`config.mk`:
```
export PLATFORM = sky130hd
export DESIGN_NAME = mem_arbiter
export DESIGN_NICKNAME = d
export VERILOG_FILES = /design/src/rtl/mem_arbiter.sv
export SDC_FILE = /design/constraint.sdc
export NUM_CORES = 1
export LEC_CHECK = 0
export CORE_AREA = 2 2 142 144
export CTS_CLUSTER_DIAMETER = 80
export DETAILED_ROUTE_END_ITERATION = 10
export DIE_AREA = 0 0 144 146
export GPL_TIMING_DRIVEN = 0
export PLACE_DENSITY_LB_ADDON = 0.08
export REMOVE_ABC_BUFFERS = 1
export SLEW_MARGIN = 20
export SYNTH_ARGS = -nofsm -noshare
export SYNTH_HDL_FRONTEND = slang
export SYNTH_SLANG_ARGS = --single-unit
```
`constraint.sdc`:
```
create_clock -name CLK -period 11 [get_ports CLK]
set_clock_uncertainty 0.1 [all_clocks]
set_input_delay 2.75 -clock CLK [delete_from_list [all_inputs] [get_ports CLK]]
set_output_delay 2.75 -clock CLK [all_outputs]
set_load 0.005 [all_outputs]
```
`src/rtl/mem_arbiter.sv`:
```
// mem_arbiter
// Shares one RAM port between instruction fetch, the scalar load/store unit
// and the matrix load/store unit. One access is in flight at a time, and the
// access sequence is IDLE -> ACCESS -> DONE.
//
// Ports:
//   CLK, rst                      clock (rising edge), async active-high reset
//   imemREN/imemaddr              fetch read request (read only)
//   ihit/imemload                 fetch completion pulse and read data
//   dmemREN/dmemWEN/dmemaddr/dmemstore   scalar request
//   dhit/dmemload                 scalar completion pulse and read data
//   mlsREN/mlsWEN/mlsaddr/mlsstore       matrix LS request
//   mhit/mlsload                  matrix completion pulse and read data
//   ramREN/ramWEN/ramaddr/ramstore       shared RAM port, driven in ACCESS only
//   ramload/ram_ready             RAM read data and completion (variable latency)
//   owner                         grant: 0 none, 1 fetch, 2 scalar, 3 matrix
module mem_arbiter #(
    parameter int AW           = 32,
    parameter int DW           = 32,
    parameter int STARVE_LIMIT = 4
) (
    input  logic          CLK,
    input  logic          rst,
    input  logic          imemREN,
    input  logic [AW-1:0] imemaddr,
    output logic          ihit,
    output logic [DW-1:0] imemload,
    input  logic          dmemREN,
    input  logic          dmemWEN,
    input  logic [AW-1:0] dmemaddr,
    input  logic [DW-1:0] dmemstore,
    output logic          dhit,
    output logic [DW-1:0] dmemload,
    input  logic          mlsREN,
    input  logic          mlsWEN,
    input  logic [AW-1:0] mlsaddr,
    input  logic [DW-1:0] mlsstore,
    output logic          mhit,
    output logic [DW-1:0] mlsload,
    output logic          ramREN,
    output logic          ramWEN,
    output logic [AW-1:0] ramaddr,
    output logic [DW-1:0] ramstore,
    input  logic [DW-1:0] ramload,
    input  logic          ram_ready,
    output logic [1:0]    owner
);

    typedef enum logic [1:0] {IDLE, ACCESS, DONE} state_t;

    localparam logic [3:0] LIMIT = 4'(STARVE_LIMIT);

    state_t     state;
    logic       rr_matrix;   // 0: scalar has round-robin priority, 1: matrix
    logic [3:0] starve;      // decisions fetch has lost in a row

    logic          fetch_req;
    logic          scalar_req;
    logic          matrix_req;
    logic [1:0]    win;
    logic          win_write;
    logic [AW-1:0] win_addr;
    logic [DW-1:0] win_store;

    assign fetch_req  = imemREN;
    assign scalar_req = dmemREN | dmemWEN;
    assign matrix_req = mlsREN | mlsWEN;

    // Winner selection: a starved fetch first, then the data requester at the
    // round-robin pointer, then the other data requester, then fetch.
    always_comb begin
        win       = 2'd0;
        win_write = 1'b0;
        win_addr  = '0;
        win_store = '0;
        if (fetch_req && starve >= LIMIT) begin
            win = 2'd1;
        end else if (!rr_matrix && scalar_req) begin
            win = 2'd2;
        end else if (rr_matrix && matrix_req) begin
            win = 2'd3;
        end else if (scalar_req) begin
            win = 2'd2;
        end else if (matrix_req) begin
            win = 2'd3;
        end else if (fetch_req) begin
            win = 2'd1;
        end
        case (win)
            2'd1: begin
                win_addr = imemaddr;
            end
            2'd2: begin
                win_write = dmemWEN;   // REN+WEN together is a write
                win_addr  = dmemaddr;
                win_store = dmemstore;
            end
            2'd3: begin
                win_write = mlsWEN;
                win_addr  = mlsaddr;
                win_store = mlsstore;
            end
            default: ;
        endcase
    end

    always_ff @(posedge CLK or posedge rst) begin
        if (rst) begin
            state     <= IDLE;
            rr_matrix <= 1'b0;
            starve    <= '0;
            owner     <= 2'd0;
            ramREN    <= 1'b0;
            ramWEN    <= 1'b0;
            ramaddr   <= '0;
            ramstore  <= '0;
            ihit      <= 1'b0;
            dhit      <= 1'b0;
            mhit      <= 1'b0;
            imemload  <= '0;
            dmemload  <= '0;
            mlsload   <= '0;
        end else begin
            ihit <= 1'b0;
            dhit <= 1'b0;
            mhit <= 1'b0;
            case (state)
                IDLE: begin
                    if (!fetch_req || win == 2'd1) begin
                        starve <= '0;
                    end else if (starve < LIMIT) begin
                        starve <= starve + 4'd1;
                    end
                    if (win != 2'd0) begin
                        owner    <= win;
                        ramREN   <= ~win_write;
                        ramWEN   <= win_write;
                        ramaddr  <= win_addr;
                        ramstore <= win_store;
                        state    <= ACCESS;
                        if (win == 2'd2) begin
                            rr_matrix <= 1'b1;
                        end else if (win == 2'd3) begin
                            rr_matrix <= 1'b0;
                        end
                    end
                end
                ACCESS: begin
                    if (ram_ready) begin
                        ramREN   <= 1'b0;
                        ramWEN   <= 1'b0;
                        ramaddr  <= '0;
                        ramstore <= '0;
                        state    <= DONE;
                        // The hit register is set here so it is high for the
                        // whole DONE cycle; writes return zero data.
                        case (owner)
                            2'd1: begin
                                ihit     <= 1'b1;
                                imemload <= ramWEN ? '0 : ramload;
                            end
                            2'd2: begin
                                dhit     <= 1'b1;
                                dmemload <= ramWEN ? '0 : ramload;
                            end
                            2'd3: begin
                                mhit    <= 1'b1;
                                mlsload <= ramWEN ? '0 : ramload;
                            end
                            default: ;
                        endcase
                    end
                end
                DONE: begin
                    owner <= 2'd0;
                    state <= IDLE;
                end
                default: begin
                    state <= IDLE;
                end
            endcase
        end
    end

endmodule
```
## Word-level counts from Yosys, hierarchy flattened

Cells that the tools add are included.

| word-level totals | value |
|---|---|
| bits in registers | 174 |
| word-level logic and storage cells | 88 |

| cells by class | value |
|---|---|
| add/subtract/negate cells | 1 |
| magnitude comparators | 2 |
| eq/ne operators | 10 |
| multiplexer cells | 38 |
| bitwise operators | 3 |
| reduce and logical (&&, ||, !) cells | 20 |

Operators by type and width:

| cell | number |
|---|---|
| $pmux 32 s2 | 3 |
| $mux 32 | 4 |
| $pmux 32 s3 | 1 |
| $mux 2 | 8 |
| $mux 1 | 15 |
| $reduce_and 3->1 | 5 |
| $eq 2x2->1 const B | 5 |
| $reduce_bool 2->1 | 5 |
| $mux 4 | 2 |
| $pmux 2 s2 | 2 |
| $eq 2x1->1 const B | 3 |
| $pmux 1 s2 | 3 |
| $reduce_and 2->1 | 3 |
| $add 4x1->4 const B | 1 |
| $ge 4x3->1 const B | 1 |
| $lt 4x3->1 const B | 1 |
| $ne 2x2->1 const B | 2 |
| $logic_and 1x1->1 | 3 |
| $logic_not 1->1 | 2 |
| $logic_not 2->1 | 1 |
| $or 1x1->1 | 2 |
| $logic_or 1x1->1 | 1 |
| $not 1->1 | 1 |

## Logic depth before layout (Yosys ltp)

Gate-level depths: netlist of the first run.

| depth | value |
|---|---|
| depth after elaboration | 11 |
| depth in mapped cells | 7 |
| depth with buffers taken out | 4 |

## Worst setup path after synthesis of the first run

Ideal clock, no wire load.

| timing path | value |
|---|---|
| path kind | input to register |
| from | in dmemREN |
| to | reg ramaddr[0] |
| library setup time | 0.126 ns |
| arrival | 4.005 ns |
| required time | 10.774 ns |
| slack | 6.769 ns |
| stages on the path | 6 |
| path buffers | 2 |
| path through | buf_6 > or4_4 > o211ai_4 > buf_6 > nor2_1 > a221o_1 |

| between the ends | value |
|---|---|
| cells in the longest elaborated chain, start to end | 9 |
| elaborated cells on any way between the ends | 15 |
| classes of those cells | 4 x eq/ne; 7 x mux; 1 x bitwise; 3 x reduce/logical |

RTL lines:

| element | RTL line | source |
|---|---|---|
| start: declaration | 28 | `input logic dmemREN,` |
| $or 1x1->1 (*) | 66 | `assign scalar_req = dmemREN \| dmemWEN;` |
| $mux 2 | 82 | `end else if (scalar_req) begin` |
| $mux 2 | 80 | `end else if (rr_matrix && matrix_req) begin` |
| $mux 2 (*) | 78 | `end else if (!rr_matrix && scalar_req) begin` |
| $mux 2 (*) | 76 | `if (fetch_req && starve >= LIMIT) begin` |
| $eq 2x2->1 / $eq 2x1->1 (equally long branches) | 89 | `case (win)` |
| $pmux 32 s3 | 89 |  |
| $mux 32 | 134 | `if (win != 2'd0) begin` |
| $pmux 32 s2 | 127 | `case (state)` |
| end signal: assignment | 138 | `ramaddr <= win_addr;` |
| end: declaration | 42 | `output logic [AW-1:0] ramaddr,` |

Every way passes the cells marked *; elsewhere a longest branch is shown, timed or not. The select of a mux whose other input is x is not followed.
A chain may end at the register's enable or synchronous reset.

## Final worst setup path of the first run

| timing path | value |
|---|---|
| from | in dmemREN |
| to | reg ramaddr[14] |

The elaborated chain is that of the path after synthesis.

==> results of run 1 <==
## layer usage
metal  global-route usage  vias to the layer above  share of wire
met5                    0                        -              0
met4               0.0750                        0          0.025
met3               0.0632                       43          0.070
met2                0.390                      268           0.50
met1                0.281                     3095           0.41
li1                     -                     2955              -
## stage by stage
step | power (mW) | worst slack [ns] | hold WS [ns]
floorplan | 1.45 | 3.43 | 0.360
global placement | 2.17 | 0.866 | 0.367
detailed placement | 2.20 | 5.31 | 0.377
CTS | 2.86 | 5.76 | 0.391
global route | 2.99 | 5.54 | 0.400
finish | 2.83 | 5.70 | 0.386
## placed cells by master, fill, tap and decap left out, types with 2 or more instances in the layout
cell,count
sky130_fd_sc_hd__o21ai_0,3
sky130_fd_sc_hd__dfrtp_1,173
sky130_fd_sc_hd__inv_6,5
sky130_fd_sc_hd__buf_8,2
sky130_fd_sc_hd__mux2_2,93
sky130_fd_sc_hd__a22oi_1,32
sky130_fd_sc_hd__o21a_1,23
sky130_fd_sc_hd__nor2_1,29
sky130_fd_sc_hd__inv_1,2
sky130_fd_sc_hd__clkbuf_16,17
sky130_fd_sc_hd__a21oi_1,2
sky130_fd_sc_hd__buf_12,2
sky130_fd_sc_hd__buf_16,3
sky130_fd_sc_hd__a32oi_1,21
sky130_fd_sc_hd__mux2_1,3
sky130_fd_sc_hd__nor2b_1,33
sky130_fd_sc_hd__nor2_4,2
sky130_fd_sc_hd__and4_2,2
sky130_fd_sc_hd__and2_1,15
sky130_fd_sc_hd__a32o_1,2
sky130_fd_sc_hd__nand2_1,69
sky130_fd_sc_hd__a22o_1,12
sky130_fd_sc_hd__clkdlybuf4s50_1,366
sky130_fd_sc_hd__or2_2,2
sky130_fd_sc_hd__clkinv_2,2
sky130_fd_sc_hd__bufinv_16,4
sky130_fd_sc_hd__a221o_1,32
## final cells by class
type	instances	area, µm²
Sequential cell	174	4360
Clock buffer	17	425
Clock inverter	14	206
Timing Repair Buffer	373	3820
Tap cell	265	332
Multi-Input combinational cell	396	3070
Fill cell	1578	7110
Inverter	3	18.8
## critical path, cell delays in order
cell and delay, ns:
sky130_fd_sc_hd__clkdlybuf4s50_1 0.97, sky130_fd_sc_hd__nor4_2 0.74, sky130_fd_sc_hd__a211o_4 0.68, sky130_fd_sc_hd__and2_1 0.24, sky130_fd_sc_hd__a221o_1 0.11
## registers in the layout, indices dropped and copies added (netlist names)
signal / cells
ramREN: 1
ihit: 1
state: 2
starve: 4
ramaddr: 32
dmemload: 32
ramstore: 32
owner: 2
mlsload: 32
mhit: 1
ramWEN: 1
dhit: 1
rr_matrix: 1
imemload: 32
## worst paths after layout
path | end | slack, ns | cells after the start
worst max-delay path | ramaddr[14]$_DFFE_PP0P_ | 5.70 | 5
worst min-delay path | dmemload[3]$_DFFE_PP0P_ | 0.39 | 1
worst max register to register | imemload[8]$_DFFE_PP0P_ | 8.80 | 5
worst min register to register | dmemload[3]$_DFFE_PP0P_ | 0.39 | 1
max in group asynchronous | ramWEN$_DFFE_PP0P_ | 7.18 | 3
min in group asynchronous | dmemload[4]$_DFFE_PP0P_ | 2.72 | 2
## power by group through the flow
stage / clock, mW / combinational, mW / sequential, mW
final: 0.652 / 1.14 / 1.04
after detailed placement: 0 / 1.15 / 1.05
after CTS: 0.666 / 1.15 / 1.04
after global routing: 0.694 / 1.22 / 1.08
after global placement: 0 / 1.12 / 1.04
after floorplan: 0 / 0.399 / 1.05
## logic make-up after synthesis
kind of cell | share of synthesized area
compound gates | 0.151
fa+ha+maj | 0.00164
buf+inv | 0.0340
flops | 0.569
mux | 0.143
simple gates | 0.102
==> report_table.html, run 1 <==
<table>
<tr><th>Metric</th><th>Value</th></tr>
<tr><th colspan="2">Critical path</th></tr>
<tr><td>Critical path launch point type</td><td>input port</td></tr>
<tr><td>R2r startpoint</td><td>state[1]$_DFFE_PP0P_</td></tr>
<tr><td>Largest fanout of any net on the critical path</td><td>65</td></tr>
<tr><td>Critical Path Source</td><td>dmemREN</td></tr>
<tr><td>Crit path required time</td><td>11.26 ns</td></tr>
<tr><td>Element type at the critical path end</td><td>flop</td></tr>
<tr><td>Critical path data arrival time</td><td>approximately 5.6 ns</td></tr>
<tr><td>Setup Crit Path Kind</td><td>input port to flop</td></tr>
<tr><th colspan="2">Job</th></tr>
<tr><td>Max-capacitance violation count</td><td>0</td></tr>
<tr><th colspan="2">Global routing</th></tr>
<tr><td>Global-route usage over all layers</td><td>0.229</td></tr>
<tr><td>First-pass GRT wire length</td><td>around 37000 µm</td></tr>
<tr><td>Vias in the first global route</td><td>6651</td></tr>
<tr><td>Initial antenna violation count</td><td>0</td></tr>
<tr><td>Residual overflow from global routing</td><td>0</td></tr>
<tr><td>Maximum number of pins on one net before global-route repair</td><td>89</td></tr>
<tr><th colspan="2">Drt</th></tr>
<tr><td>1st-iter DRT viols</td><td>315</td></tr>
<tr><td>Post-DRT Antenna Nets</td><td>0</td></tr>
<tr><td>DR DRC count</td><td>0</td></tr>
<tr><td>Detail-routed net length per standard cell</td><td>19.2 µm</td></tr>
<tr><td>Vias</td><td>roughly 6400</td></tr>
<tr><td>Via-to-Cell Ratio</td><td>~5</td></tr>
<tr><td>Overall routed net length</td><td>23900 µm</td></tr>
<tr><td>DRT Pass-1 Iters</td><td>4</td></tr>
<tr><th colspan="2">Logic synthesis</th></tr>
<tr><td>Area share of the leading cell type in the synthesized netlist</td><td>0.569</td></tr>
<tr><td>Number of enable-type register cells in the synthesized netlist</td><td>0</td></tr>
<tr><td>Yosys warning count</td><td>0</td></tr>
<tr><td>Post-synth top area cell</td><td>sky130_fd_sc_hd__dfrtp_1</td></tr>
<tr><td>Per-instance average area after synthesis</td><td>12.3 µm²</td></tr>
<tr><td>Number of synthesized register bits</td><td>about 170</td></tr>
<tr><td>Gate count of the mapped netlist</td><td>624</td></tr>
<tr><td>Post-synth top flop</td><td>sky130_fd_sc_hd__dfrtp_1</td></tr>
<tr><td>Count of unique library cells instantiated by Yosys</td><td>approximately 40</td></tr>
<tr><td>Asr flop ratio synth</td><td>1.00</td></tr>
<tr><td>Sequential cell area fraction in the yosys report</td><td>0.569</td></tr>
<tr><td>Synth cell count leaders</td><td>sky130_fd_sc_hd__dfrtp_1, sky130_fd_sc_hd__mux2_2, sky130_fd_sc_hd__nand2_1</td></tr>
<tr><td>Most frequent cell after synthesis</td><td>sky130_fd_sc_hd__dfrtp_1</td></tr>
<tr><td>Post-Synthesis Cell Area</td><td>roughly 0.0077 mm²</td></tr>
<tr><td>Largest cells by area after synthesis</td><td>sky130_fd_sc_hd__dfrtp_1, sky130_fd_sc_hd__mux2_2, sky130_fd_sc_hd__a221o_1</td></tr>
<tr><th colspan="2">STA</th></tr>
<tr><td>Achievable clock frequency</td><td>189 MHz</td></tr>
<tr><td>RSZ-0062 raised after global routing</td><td>false</td></tr>
<tr><td>Final total negative setup slack</td><td>0 ns</td></tr>
<tr><td>Final slew viol count</td><td>0</td></tr>
<tr><td>Max-slew headroom</td><td>0.255</td></tr>
<tr><td>Setup violators final</td><td>0</td></tr>
<tr><td>Final Hold Viols</td><td>0</td></tr>
<tr><td>Final worst-path cycle share</td><td>0.481</td></tr>
<tr><td>Clock period minus final worst setup slack</td><td>about 5.3 ns</td></tr>
<tr><td>Measured slew at the worst slew-check pin</td><td>approximately 1.1 ns</td></tr>
<tr><th colspan="2">Die</th></tr>
<tr><td>Number of top-level design ports</td><td>367</td></tr>
<tr><td>Floorplan core area</td><td>0.0193 mm²</td></tr>
<tr><td>Initial standard-cell utilization of the core</td><td>0.396</td></tr>
<tr><td>Horiz. Die Dim</td><td>144 µm</td></tr>
<tr><td>Overall die area</td><td>0.0210 mm²</td></tr>
<tr><td>Count of standard-cell rows</td><td>51</td></tr>
<tr><td>Height of the die</td><td>146 µm</td></tr>
<tr><th colspan="2">Layout</th></tr>
<tr><td>Layout Utilization</td><td>0.632</td></tr>
<tr><td>Share of cells above drive strength 1</td><td>0.150</td></tr>
<tr><td>Post-route cell area</td><td>0.0122 mm²</td></tr>
<tr><td>Final-stage net count</td><td>1166</td></tr>
<tr><td>Area Overhead vs Synth</td><td>59.8%</td></tr>
<tr><td>Count of antenna diodes in the layout</td><td>0</td></tr>
<tr><td>Post-Layout Cell Count</td><td>1242</td></tr>
<tr><th colspan="2">Power and ir drop</th></tr>
<tr><td>Lkg Pwr</td><td>5.26 nW</td></tr>
<tr><td>Clock power share</td><td>0.230</td></tr>
<tr><td>Internal portion of total power</td><td>1.99 mW</td></tr>
<tr><td>Switching Power</td><td>about 840 µW</td></tr>
<tr><td>Net switching fraction of the power</td><td>0.298</td></tr>
<tr><td>Logic pwr share</td><td>0.402</td></tr>
<tr><td>Share of total power in sequential cells</td><td>0.367</td></tr>
<tr><td>Power density over the cells</td><td>232 mW/mm²</td></tr>
<tr><td>Max IR drop VDD</td><td>0.115 mV</td></tr>
<tr><th colspan="2">Run status</th></tr>
<tr><td>Outcome</td><td>finished, final reports clean</td></tr>
<tr><th colspan="2">Placed design</th></tr>
<tr><td>Total instance count after detailed placement</td><td>roughly 1200</td></tr>
<tr><td>Post-detail-place hpwl</td><td>16600 µm</td></tr>
<tr><td>Post-detailed-placement cell area</td><td>between 0.01 and 0.015 mm²</td></tr>
<tr><td>Count of buffers from port buffering</td><td>between 300 and 400</td></tr>
<tr><td>Placer's final routability congestion estimate</td><td>0.774</td></tr>
<tr><th colspan="2">Clock tree</th></tr>
<tr><td>Post-CTS clock slew at the launch and capture registers of the worst setup and hold paths</td><td>around 0.07 ns</td></tr>
<tr><td>Post-CTS resize count</td><td>0</td></tr>
<tr><td>Clock tree from TritonCTS</td><td>yes</td></tr>
<tr><td>Number of buffers added to fix hold violations after cts</td><td>0</td></tr>
<tr><td>Buffer depth of the longest clock path</td><td>2</td></tr>
<tr><td>Clock insertion delay at the later pin of the skew report</td><td>0.42 ns</td></tr>
<tr><td>Cell at the root of the clock tree</td><td>sky130_fd_sc_hd__clkbuf_16</td></tr>
<tr><td>CTS H-Tree Depth</td><td>4</td></tr>
<tr><td>Total clock buffers created by CTS</td><td>17</td></tr>
<tr><td>Sinks on the clock net</td><td>approximately 170</td></tr>
<tr><td>Number of buffers inserted to repair setup after CTS</td><td>0</td></tr>
<tr><th colspan="2">Worst hold path</th></tr>
<tr><td>Startpoint of the most critical hold path</td><td>dmemload[3]$_DFFE_PP0P_</td></tr>
<tr><td>Class of the most critical hold timing path</td><td>flop to flop</td></tr>
</table>
Note: power is estimated with default switching activity, not from simulation.
==> inputs of run 2 (changes only) <==
--- a/config.mk
+++ b/config.mk
@@ -5,10 +5,9 @@
 export SDC_FILE = /design/constraint.sdc
 export NUM_CORES = 1
 export LEC_CHECK = 0
-export CORE_AREA = 2 2 142 144
+export CORE_UTILIZATION = 37
 export CTS_CLUSTER_DIAMETER = 80
 export DETAILED_ROUTE_END_ITERATION = 10
-export DIE_AREA = 0 0 144 146
 export GPL_TIMING_DRIVEN = 0
 export PLACE_DENSITY_LB_ADDON = 0.08
 export REMOVE_ABC_BUFFERS = 1
==> constraint.sdc (replaced) <==
create_clock -name CLK -period 4.37 [get_ports CLK]
set_clock_uncertainty 0.1 [all_clocks]
set_input_delay 1.0925 -clock CLK [delete_from_list [all_inputs] [get_ports CLK]]
set_output_delay 1.0925 -clock CLK [all_outputs]
set_load 0.005 [all_outputs]
==> report_table.html, run 2 (same netlist as run 1, synthesis figures left out) <==
<table>
<tr><th>Metric</th><th>Value</th></tr>
<tr><th colspan="2">Power and ir drop</th></tr>
<tr><td>Max IR drop VDD</td><td>0.299 mV</td></tr>
<tr><td>Internal portion of total power</td><td>4.80 mW</td></tr>
<tr><td>Lkg Pwr</td><td>5.24 nW</td></tr>
<tr><td>Logic pwr share</td><td>0.408</td></tr>
<tr><td>Total power of the final layout</td><td>6.97 mW</td></tr>
<tr><td>Switching Power</td><td>~2.2 mW</td></tr>
<tr><td>Share of total power in sequential cells</td><td>0.376</td></tr>
<tr><td>Net switching fraction of the power</td><td>0.312</td></tr>
<tr><td>Power density over the cells</td><td>572 mW/mm²</td></tr>
<tr><td>Clock power share</td><td>0.216</td></tr>
<tr><th colspan="2">STA</th></tr>
<tr><td>Final total negative setup slack</td><td>0 ns</td></tr>
<tr><td>Setup violators final</td><td>0</td></tr>
<tr><td>Final slew viol count</td><td>0</td></tr>
<tr><td>Max-slew headroom</td><td>0.270</td></tr>
<tr><td>RSZ-0062 raised after global routing</td><td>false</td></tr>
<tr><td>Final worst-path cycle share</td><td>0.866</td></tr>
<tr><td>Measured slew at the worst slew-check pin</td><td>~1.1 ns</td></tr>
<tr><td>Clock period minus final worst setup slack</td><td>3.79 ns</td></tr>
<tr><td>Final Hold Viols</td><td>0</td></tr>
<tr><td>Achievable clock frequency</td><td>264 MHz</td></tr>
<tr><th colspan="2">Critical path</th></tr>
<tr><td>Cell type group with the largest total delay on the critical path</td><td>buffers and inverters</td></tr>
<tr><td>Setup Crit Path Kind</td><td>input port to flop</td></tr>
<tr><td>Critical path data arrival time</td><td>4.05 ns</td></tr>
<tr><td>Largest fanout of any net on the critical path</td><td>32</td></tr>
<tr><td>Element type at the critical path end</td><td>flop</td></tr>
<tr><td>Crit path required time</td><td>roughly 4.6 ns</td></tr>
<tr><td>Cell Chain, Critical Path</td><td>clkdlybuf4s50_1 -&gt; o21bai_2 -&gt; buf_6 -&gt; and4_2 -&gt; a22oi_1 -&gt; nand2_1</td></tr>
<tr><td>Critical path launch point type</td><td>input port</td></tr>
<tr><td>Buffers plus inverters on the worst setup path</td><td>2</td></tr>
<tr><td>Maximum single-stage delay on the critical path</td><td>0.96 ns</td></tr>
<tr><td>Setup slack of the most critical reg-to-reg path</td><td>2.13 ns</td></tr>
<tr><td>Cell with the largest stage delay on the worst path</td><td>sky130_fd_sc_hd__clkdlybuf4s50_1</td></tr>
<tr><th colspan="2">Global routing</th></tr>
<tr><td>First-pass GRT wire length</td><td>37200 µm</td></tr>
<tr><td>Residual overflow from global routing</td><td>0</td></tr>
<tr><td>Maximum number of pins on one net before global-route repair</td><td>96</td></tr>
<tr><td>Initial antenna violation count</td><td>0</td></tr>
<tr><td>Global-route usage over all layers</td><td>0.227</td></tr>
<tr><td>Vias in the first global route</td><td>~6600</td></tr>
<tr><th colspan="2">Layout</th></tr>
<tr><td>Area Overhead vs Synth</td><td>59.3%</td></tr>
<tr><td>Post-route cell area</td><td>0.0122 mm²</td></tr>
<tr><td>Highest-count cells in the layout ignoring fill and taps</td><td>sky130_fd_sc_hd__clkdlybuf4s50_1, sky130_fd_sc_hd__dfrtp_1, sky130_fd_sc_hd__mux2_2, sky130_fd_sc_hd__nand2_1, sky130_fd_sc_hd__nor2b_1</td></tr>
<tr><td>Layout Utilization</td><td>0.602</td></tr>
<tr><td>Most common cell after layout, fill and taps aside</td><td>sky130_fd_sc_hd__clkdlybuf4s50_1</td></tr>
<tr><td>Count of antenna diodes in the layout</td><td>0</td></tr>
<tr><td>Share of cells above drive strength 1</td><td>0.150</td></tr>
<tr><td>Post-Layout Cell Count</td><td>1248</td></tr>
<tr><td>Final-stage net count</td><td>1166</td></tr>
<tr><th colspan="2">Clock tree</th></tr>
<tr><td>Cell at the root of the clock tree</td><td>sky130_fd_sc_hd__clkbuf_16</td></tr>
<tr><td>Total clock buffers created by CTS</td><td>17</td></tr>
<tr><td>Clock tree from TritonCTS</td><td>yes</td></tr>
<tr><td>Post-CTS clock slew at the launch and capture registers of the worst setup and hold paths</td><td>0.07 ns</td></tr>
<tr><td>CTS H-Tree Depth</td><td>4</td></tr>
<tr><td>Number of buffers added to fix hold violations after cts</td><td>0</td></tr>
<tr><td>Clock insertion delay at the later pin of the skew report</td><td>about 0.43 ns</td></tr>
<tr><td>Post-CTS resize count</td><td>0</td></tr>
<tr><td>Sinks on the clock net</td><td>174</td></tr>
<tr><td>Buffer depth of the longest clock path</td><td>2</td></tr>
<tr><td>Number of buffers inserted to repair setup after CTS</td><td>0</td></tr>
<tr><th colspan="2">Die</th></tr>
<tr><td>Height of the die</td><td>approximately 150 µm</td></tr>
<tr><td>Count of standard-cell rows</td><td>52</td></tr>
<tr><td>Overall die area</td><td>0.0213 mm²</td></tr>
<tr><td>Floorplan core area</td><td>0.0202 mm²</td></tr>
<tr><td>Initial standard-cell utilization of the core</td><td>0.378</td></tr>
<tr><td>Number of top-level design ports</td><td>367</td></tr>
<tr><td>Horiz. Die Dim</td><td>146 µm</td></tr>
<tr><th colspan="2">Worst hold path</th></tr>
<tr><td>Class of the most critical hold timing path</td><td>flop to flop</td></tr>
<tr><th colspan="2">Placed design</th></tr>
<tr><td>Total instance count after detailed placement</td><td>about 1200</td></tr>
<tr><td>Post-detailed-placement cell area</td><td>0.0116 mm²</td></tr>
<tr><td>Placer's final routability congestion estimate</td><td>0.779</td></tr>
<tr><td>Count of buffers from port buffering</td><td>about 370</td></tr>
<tr><td>Post-detail-place hpwl</td><td>16500 µm</td></tr>
<tr><th colspan="2">Drt</th></tr>
<tr><td>Overall routed net length</td><td>23600 µm</td></tr>
<tr><td>Via-to-Cell Ratio</td><td>slightly above 5</td></tr>
<tr><td>DRT Pass-1 Iters</td><td>4</td></tr>
<tr><td>Vias</td><td>6303</td></tr>
<tr><td>1st-iter DRT viols</td><td>~260</td></tr>
<tr><td>Detail-routed net length per standard cell</td><td>18.9 µm</td></tr>
<tr><td>DR DRC count</td><td>0</td></tr>
<tr><td>Post-DRT Antenna Nets</td><td>0</td></tr>
<tr><th colspan="2">Job</th></tr>
<tr><td>Max-capacitance violation count</td><td>0</td></tr>
<tr><th colspan="2">Run status</th></tr>
<tr><td>Outcome</td><td>finished, final reports clean</td></tr>
</table>
run 2: path summary, 6_finish.rpt:
| path | start | endpoint | cells after the start |
|---|---|---|---|
| max | dmemWEN | ramstore[9]$_DFFE_PP0P_ | 6 |
| min | dmemload[7]$_DFFE_PP0P_ | dmemload[7]$_DFFE_PP0P_ | 1 |
| max reg2reg | state[1]$_DFFE_PP0P_ | mlsload[7]$_DFFE_PP0P_ | 4 |
| min reg2reg | dmemload[7]$_DFFE_PP0P_ | dmemload[7]$_DFFE_PP0P_ | 1 |
| max in group asynchronous | rst | ramWEN$_DFFE_PP0P_ | 3 |
| min in group asynchronous | rst | ramstore[23]$_DFFE_PP0P_ | 2 |
run 2: metrics by stage:
stage | hold WS, ns | worst slack [ns]
floorplan | 0.360 | -1.54
global placement | 0.367 | -4.18
detailed placement | 0.375 | 0.157
CTS | 0.391 | 0.605
global route | 0.413 | 0.368
finish | 0.386 | 0.584
run 2: power groups by stage:
stage               registers [mW]  logic, mW  clock network, mW
finish                        2.62       2.85               1.50
CTS                           2.63       2.89               1.54
detailed placement            2.65       2.88                  0
global placement              2.63       2.83                  0
floorplan                     2.64       1.00                  0
global route                  2.71       3.05               1.61
run 2: routing by layer:
metal / part of all wire / global-route usage
met3: 0.069 / 0.0680
met5: 0 / 0
met2: 0.50 / 0.373
met1: 0.41 / 0.284
met4: 0.021 / 0.0774
run 2: worst register-to-register path: cells and delay by family (launching register included):
family / cells / cell delay [ns]
multiplexers: 1 / 0.28
buffers and inverters: 1 / 0.40
AND/OR/NAND/NOR: 2 / 0.92
flip-flops: 1 / 0.45
run 2: final cells by class:
class	instances	area, µm²
well taps	270	338
multi-input cells	396	3070
clock buffers	18	429
fillers	1730	8050
clock inverters	14	150
flip-flops and latches	174	4360
repair buffers	373	3820
inverters	3	18.8
